`config.mk`:
```
export PLATFORM = sky130hd
export DESIGN_NAME = comb_sweep_ctrl
export DESIGN_NICKNAME = d
export VERILOG_FILES = /design/src/rtl/comb_sweep_pkg.sv /design/src/rtl/comb_sweep_cmp.sv /design/src/rtl/comb_sweep_ctrl.sv
export SDC_FILE = /design/constraint.sdc
export NUM_CORES = 1
export LEC_CHECK = 0
export CORE_MARGIN = 4
export CORE_UTILIZATION = 50
export CTS_BUF_LIST = sky130_fd_sc_hd__clkbuf_8
export CTS_CLUSTER_DIAMETER = 40
export DETAILED_ROUTE_END_ITERATION = 6
export PLACE_DENSITY = 0.85
export SLEW_MARGIN = 20
export SYNTH_ARGS = -nofsm -noshare
export SYNTH_HDL_FRONTEND = slang
export SYNTH_SLANG_ARGS = --single-unit
```
`constraint.sdc`:
```
create_clock -name clk -period 1.7 [get_ports clk]
set_input_delay 0.17 -clock clk [delete_from_list [all_inputs] [get_ports clk]]
set_output_delay 0.17 -clock clk [all_outputs]
set_load 0.005 [all_outputs]
```
`src/rtl/comb_sweep_pkg.sv`:
```
// comb_sweep_pkg: shared state encoding and default sizing for the combinational sweep controller.
package comb_sweep_pkg;
    localparam int N_IN_DEF   = 3;
    localparam int SETTLE_DEF = 1;
    typedef enum logic [1:0] {
        S_IDLE   = 2'd0,
        S_APPLY  = 2'd1,
        S_SAMPLE = 2'd2,
        S_DONE   = 2'd3
    } state_t;
endpackage

```
`src/rtl/comb_sweep_cmp.sv`:
```
// comb_sweep_cmp: flags any disagreement among three implementation outputs.
module comb_sweep_cmp (
    input  logic y_a,
    input  logic y_b,
    input  logic y_c,
    output logic mismatch
);
    assign mismatch = (y_a ^ y_b) | (y_b ^ y_c);
endmodule

```
`src/rtl/comb_sweep_ctrl.sv`:
```
// comb_sweep_ctrl: walks all N_IN-bit vectors, holds each SETTLE cycles, counts 3-way disagreements.
// Define STOP_ON_FAIL_EN to end the sweep at the first mismatching vector.
module comb_sweep_ctrl
    import comb_sweep_pkg::*;
#(
    parameter int N_IN   = N_IN_DEF,
    parameter int SETTLE = SETTLE_DEF
) (
    input  logic            clk,
    input  logic            rst,
    input  logic            start,
    input  logic            y_a,
    input  logic            y_b,
    input  logic            y_c,
    output logic [N_IN-1:0] vec,
    output logic            busy,
    output logic            done,
    output logic            pass,
    output logic [N_IN:0]   mismatch_count,
    output logic [N_IN-1:0] first_fail_vec
);
    localparam logic [3:0] RELOAD = 4'(SETTLE - 1);

    state_t     state, state_nx;
    logic [3:0] cnt;
    logic       fail, mis, last, stop;

    comb_sweep_cmp u_cmp (.y_a(y_a), .y_b(y_b), .y_c(y_c), .mismatch(mis));

    assign last = &vec;
`ifdef STOP_ON_FAIL_EN
    assign stop = last | mis;
`else
    assign stop = last;
`endif
    assign busy = state != S_IDLE;
    assign done = state == S_DONE;

    always_ff @(posedge clk or posedge rst) begin
        if (rst) state <= S_IDLE;
        else     state <= state_nx;
    end

    always_comb begin
        state_nx = (state == S_IDLE)   ? (start ? S_APPLY : S_IDLE) :
                   (state == S_APPLY)  ? ((cnt == 4'd0) ? S_SAMPLE : S_APPLY) :
                   (state == S_SAMPLE) ? (stop ? S_DONE : S_APPLY) :
                                         S_IDLE;
    end

    always_ff @(posedge clk or posedge rst) begin
        if (rst) begin
            vec            <= '0;
            mismatch_count <= '0;
            first_fail_vec <= '0;
            pass           <= 1'b0;
            fail           <= 1'b0;
            cnt            <= '0;
        end else begin
            case (state)
                S_IDLE: if (start) begin
                    vec            <= '0;
                    mismatch_count <= '0;
                    first_fail_vec <= '0;
                    pass           <= 1'b0;
                    fail           <= 1'b0;
                    cnt            <= RELOAD;
                end
                S_APPLY: if (cnt != 4'd0) cnt <= cnt - 4'd1;
                S_SAMPLE: begin
                    if (mis) begin
                        mismatch_count <= mismatch_count + (N_IN+1)'(1);
                        if (!fail) first_fail_vec <= vec;
                        fail <= 1'b1;
                    end
                    // the last vector (or a stopping failure) keeps vec where it is
                    if (!stop) begin
                        vec <= vec + N_IN'(1);
                        cnt <= RELOAD;
                    end
                end
                S_DONE: pass <= ~fail;
                default: ;
            endcase
        end
    end
endmodule

```
==> results of run 1 <==
## metal layers
metal  track usage  vias up  part of all wire
li1              -      374                 -
met1        0.2099      353              0.48
met5             0        -                 0
met4       0.07860        0             0.012
met3       0.02579        4             0.024
met2        0.2775        9              0.49
## path summary, 6_finish.rpt
check / from / end / cells after the start
setup / recovery: state[0]$_DFF_PP0_ / busy / 2
hold / removal: rst / mismatch_count[2]$_DFFE_PP0P_ / 3
setup reg to reg: state[0]$_DFF_PP0_ / mismatch_count[0]$_DFFE_PP0P_ / 4
hold reg to reg: first_fail_vec[0]$_DFFE_PP0P_ / first_fail_vec[0]$_DFFE_PP0P_ / 1
max in group asynchronous: rst / state[1]$_DFF_PP0_ / 3
min in group clk: first_fail_vec[0]$_DFFE_PP0P_ / first_fail_vec[0]$_DFFE_PP0P_ / 1
## cells by family after synthesis
group                    after synthesis  share of synthesized area
adder cells (fa/ha/maj)                4                    0.05243
multiplexers                           2                    0.02228
AO/OA/AOI/OAI                         27                     0.2097
buffers and inverters                  9                    0.04063
AND/OR/NAND/NOR                       24                     0.1848
XOR/XNOR                               2                    0.01835
flip-flops                            18                     0.4718
## registers in the layout (all words and copies together), names as in the netlist
register / count
vec: 3
cnt: 4
mismatch_count: 4
pass: 1
first_fail_vec: 3
fail: 1
state: 2
## worst max-delay path: cells and delay by family, from the launching register on
family | cells | cell delay (ps)
buffers and inverters | 1 | 450
DFF | 1 | 460
and+or+nand+nor | 1 | 320
## cell usage after synthesis, drive strengths merged, types with 2 or more instances
| library cell | n |
|---|---|
| o21a | 2 |
| o22ai | 2 |
| a22oi | 2 |
| nor3 | 2 |
| ha | 4 |
| inv | 7 |
| nand3 | 3 |
| dfrtp | 18 |
| nand2 | 6 |
| o21ai | 6 |
| a22o | 5 |
| buf | 2 |
| nor2 | 2 |
| xnor2 | 2 |
## through the flow
| stage | hold slack [ps] | utilization |
|---|---|---|
| global placement | 488.4 | 0.6709 |
| CTS | 232.2 | 0.7035 |
| detailed placement | 491.3 | 0.6709 |
| floorplan | 108.6 | - |
| finish | 224.7 | 0.7163 |
| global route | 243.3 | 0.7163 |
## cell type report
type | count | area (um2)
clock buffers | 4 | 55.05
multi-input cells | 59 | 465.4
repair buffers | 25 | 232.7
well taps | 25 | 31.28
flip-flops and latches | 18 | 452.9
inverters | 7 | 26.28
fillers | 129 | 500.5
## power by group through the flow
stage	Clock (W)	Combinational (W)	Sequential (W)
after floorplan	0	0.000387	0.000649
after global placement	0	0.000647	0.000687
after detailed placement	0	0.000666	0.000690
after CTS	0.000352	0.000676	0.000687
after global routing	0.000368	0.000800	0.000697
final	0.000346	0.000731	0.000675
## what timing repair did
action | 4_1_cts | 5_1_grt
endpoints found under the setup margin | 1 | 1
hold endpoints to repair | 0 | 0
gates resized for setup | 2 | 0
setup buffers | 0 | 3
==> results.yml, run 1 <==
run_status:
  status: "completed"
clocking:
  cts.sinks: 18
  cts_made_buffers: 3
  cts_root_buf: "clkbuf_8"
  clkLatencyLatePin_ps: 250
  path_clk_slew_ps: 70
  cts_tree: "yes"
  cts_hold_buf: 0
  htree_levels: 1
  clock_path_buffers: 2
sta:
  fin_ws_ps: 39.55
  max_slew.worst_pin.slew_ps: 441.2
  finalCritPeriodShare: 0.9767
  timing.fmax_ghz: 0.6022
  finalHoldViolCount: 0
  finalSetupViolations: 0
  slew_headroom: 0.7053
  skew_ps: 2.380
  drv_slew: 0
  period_minus_slack_ps: 1660
  fin_setup_tns_ps: 0
drt:
  via_per_inst: 5.362
  via_count: 740
  drt_iter0_drc: 7
  firstDrtPassIters: 2
  antenna_left: 0
  drc: 0
  wl_mm: 1.957
  wire_per_inst_um: 14.18
setup_path:
  crit_slowest_cell: "dfrtp_2"
  crit_fanout: 9
  reg2reg_setup_slack_ps: 220
  cp.required_ps: 1530
  start_kind: "flop"
  cp-end-kind: "output pin"
  path_class: "reg -> out"
  cpPeakStageDelay_ps: 460
  crit_chain: "or2_2, clkdlybuf4s50_1"
  worstPathArrival_ps: 1490
pwr:
  intPower_w: 0.001191
  seqPwrFrac: 0.385
  clkPwrFrac: 0.198
  finalPower_w: 0.001752
  powerDensity_mw_per_mm2: 1387
  vdd_drop_max_v: 0.0007569
  combinationalPowerShare: 0.417
  switching_share: 0.3204
  power_leakage_nw: 0.5844
  p_sw_w: 0.0005614
global_route:
  grtUsageTotal: 0.1665
  grt_max_degree: 19
  overflow: 0
  grt_pass1_wl_mm: 3.401
  antenna_found_initial: 0
  grt_pass1_vias: 748
synth:
  synth_edf_count: 0
  syn_nets: 96
  synth_warnings: 0
  syn_area_um2: 954.7
  synthDistinctLibCells: 39
  yosysSeqAreaShare: 0.4718
  synth_top_cell_by_area: "dfrtp_1"
  yosys_register_bits: 18
  synth_area_per_cell_um2: 11.10
  synth_top_area_share: 0.4718
  async_flop_share: 1.000
  synth_cells: 86
  synthTopCellsByArea: "dfrtp_1, ha_1, a22o_2"
  ys.flop_type: "dfrtp_1"
placed_design:
  dp_hpwl_mm: 1.452
  port_buffers: 18
  place_ws_ps: 65.77
  globalplace.congestion: 0.7763
  dp.cells: 131
  place_area_mm2: 0.001184
min_path:
  hold_path_class: "in -> async"
floorplanning:
  dieArea_mm2: 0.002672
  start_util: 0.5411
  core_mm2: 0.001764
  fp.dieH_um: 51.70
  io_pins: 19
  fp-row-count: 15
  die_w_um: 51.70
finish:
  fin_area_mm2: 0.001264
  areaGrowthSynthToFinish_pct: 32.37
  nNetsFinal: 124
  final_layout_size_suffix_gt1_frac: 0.2124
  mostFrequentLayoutCells: "clkdlybuf4s50_1, dfrtp_1, inv_1, buf_4"
  mostFrequentLayoutCell: "clkdlybuf4s50_1"
  num_antenna_cells: 0
  final_cells: 138
job:
  maxCapViolations: 0
(Power assumes the default switching activity.)
==> inputs of run 2 (changes only) <==
--- a/config.mk
+++ b/config.mk
@@ -5,7 +5,7 @@
 export SDC_FILE = /design/constraint.sdc
 export NUM_CORES = 1
 export LEC_CHECK = 0
-export CORE_MARGIN = 4
+export CORE_MARGIN = 2
 export CORE_UTILIZATION = 50
 export CTS_BUF_LIST = sky130_fd_sc_hd__clkbuf_8
 export CTS_CLUSTER_DIAMETER = 40
==> run 2 against run 1 <==
Effect of this change:
- final area decreased by 1.7%
- combinational power decreased by 6.8%
- largest power group is now registers
- sequential cell count unchanged
- critical endpoint unchanged
- sequential power increased by 4.0%
- die area down 15%
- critical path depth unchanged
- critical path type unchanged
- setup slack worse by 6.1 ps
- utilization down 1.2 points
==> results.yml, run 2 (synthesis gave the netlist of run 1 again) <==
clocking:
  cts_tree: "yes"
  cts_made_buffers: 3
  cts.sinks: 18
  clkLatencyLatePin_ps: 250
  path_clk_slew_ps: 60
  htree_levels: 1
  clock_path_buffers: 2
  cts_root_buf: "clkbuf_8"
finish:
  reg_top3: "cnt x4, mismatch_count x4"
  fin_area_mm2: 0.001242
  mostFrequentLayoutCells: "clkdlybuf4s50_1, dfrtp_1, inv_1"
  num_antenna_cells: 0
  n_fill_cell: 147
  mostFrequentLayoutCell: "clkdlybuf4s50_1"
  areaGrowthSynthToFinish_pct: 30.14
  final_layout_size_suffix_gt1_frac: 0.1982
  nNetsFinal: 123
global_route:
  grt_max_degree: 19
  overflow: 0
  grt_pass1_vias: 722
  grtUsageTotal: 0.1841
  grt_pass1_wl_mm: 2.918
  grtUsageMet1: 0.2180
  grt_busiest_layer: "met2"
  met2_usage: 0.3307
  grtUsageMet3: 0.02264
  antenna_found_initial: 0
pwr:
  powerDensity_mw_per_mm2: 1344
  power_leakage_nw: 0.5722
  vdd_drop_max_v: 0.0006563
  finalPower_w: 0.001670
drt:
  wire_per_inst_um: 14.24
  firstDrtPassIters: 4
  drc: 0
  drt_iter0_drc: 12
  wl_mm: 1.937
  antenna_left: 0
  via_per_inst: 5.743
  via_count: 781
placed_design:
  place_ws_ps: 74.05
  globalplace.congestion: 0.7539
  place_area_mm2: 0.001176
  port_buffers: 18
  dp_hpwl_mm: 1.426
floorplanning:
  die_w_um: 47.70
  start_util: 0.5411
  fp.dieH_um: 47.70
  dieArea_mm2: 0.002275
  core_mm2: 0.001764
  fp-row-count: 15
  io_pins: 19
sta:
  max_slew.worst_pin.slew_ps: 435.4
  period_minus_slack_ps: 1667
  timing.fmax_ghz: 0.6000
  rsz0062_at_grt: "no"
  fin_setup_tns_ps: 0
  skew_ps: 1.320
  slew_headroom: 0.7092
  finalHoldViolCount: 0
  fin_ws_ps: 33.43
  finalSetupViolations: 0
  drv_slew: 0
  finalCritPeriodShare: 0.9803
setup_path:
  start_kind: "flop"
  cp_num_buf_inv: 1
  crit_chain: "or2_2, clkdlybuf4s50_1"
  path_class: "reg -> out"
  critPathTopFamily: "flip-flops"
  worstPathArrival_ps: 1500
  cp.required_ps: 1530
  cp-end-kind: "output pin"
  cpPeakStageDelay_ps: 470
  crit_fanout: 11
  crit_slowest_cell: "dfrtp_2"
run_status:
  status: "completed"
min_path:
  hold_path_class: "in -> async"
job:
  maxCapViolations: 0
run 2: worst register-to-register path: cells and delay by family, from the launching register on:
family	cells	cell delay, ps
fa+ha+maj	2	430
flops	1	450
compound gates	3	540
run 2: path summary, 6_finish.rpt:
check | from | endpoint | slack (ps) | cells past startpoint
max | state[0]$_DFF_PP0_ | busy | 30 | 2
min | rst | cnt[3]$_DFFE_PP0P_ | 230 | 3
max reg2reg | vec[0]$_DFFE_PP0P_ | cnt[2]$_DFFE_PP0P_ | 170 | 5
min reg2reg | first_fail_vec[1]$_DFFE_PP0P_ | first_fail_vec[1]$_DFFE_PP0P_ | 510 | 1
max in group asynchronous | rst | state[1]$_DFF_PP0_ | 1260 | 3
min in group clk | first_fail_vec[1]$_DFFE_PP0P_ | first_fail_vec[1]$_DFFE_PP0P_ | 510 | 1
run 2: timing repair:
item                                    4_1_cts  5_1_grt
pin swaps                                     0        0
gates resized for setup                       1        1
hold buffers                                  0        0
setup buffers                                 0        3
endpoints found under the setup margin        1        1
run 2: area by class of cell:
| class | count | area (um2) | area share |
|---|---|---|---|
| tap | 25 | 31.28 | 0.02518 |
| timing repair buffer | 24 | 225.2 | 0.1813 |
| inverter | 7 | 26.28 | 0.02115 |
| clock buffer | 3 | 41.29 | 0.03323 |
| multi-input combinational | 59 | 465.4 | 0.3746 |
| sequential | 18 | 452.9 | 0.3646 |
run 2: power by group:
group          switching (W)  total [W]  internal (W)
Combinational       0.000261   0.000681      0.000419
Clock               0.000130   0.000287      0.000157
Sequential          0.000153   0.000702      0.000548
run 2: metrics by stage:
| step | hold WS [ps] | std cells | utilization |
|---|---|---|---|
| 3_3_place_gp | 487.7 | 130 | 0.6667 |
| 2_1_floorplan | 108.6 | 86 | - |
| 6_report | 232.9 | 136 | 0.7043 |
| 4_1_cts | 240.1 | 133 | 0.6908 |
| 5_1_grt | 262.7 | 136 | 0.7043 |
| 3_5_place_dp | 500.0 | 130 | 0.6667 |
run 2: layer usage:
layer | vias to the layer above | share of wire
met1 | 391 | 0.45
met5 | - | 0
li1 | 375 | -
met4 | 0 | 0.0046
met2 | 13 | 0.52
met3 | 2 | 0.026
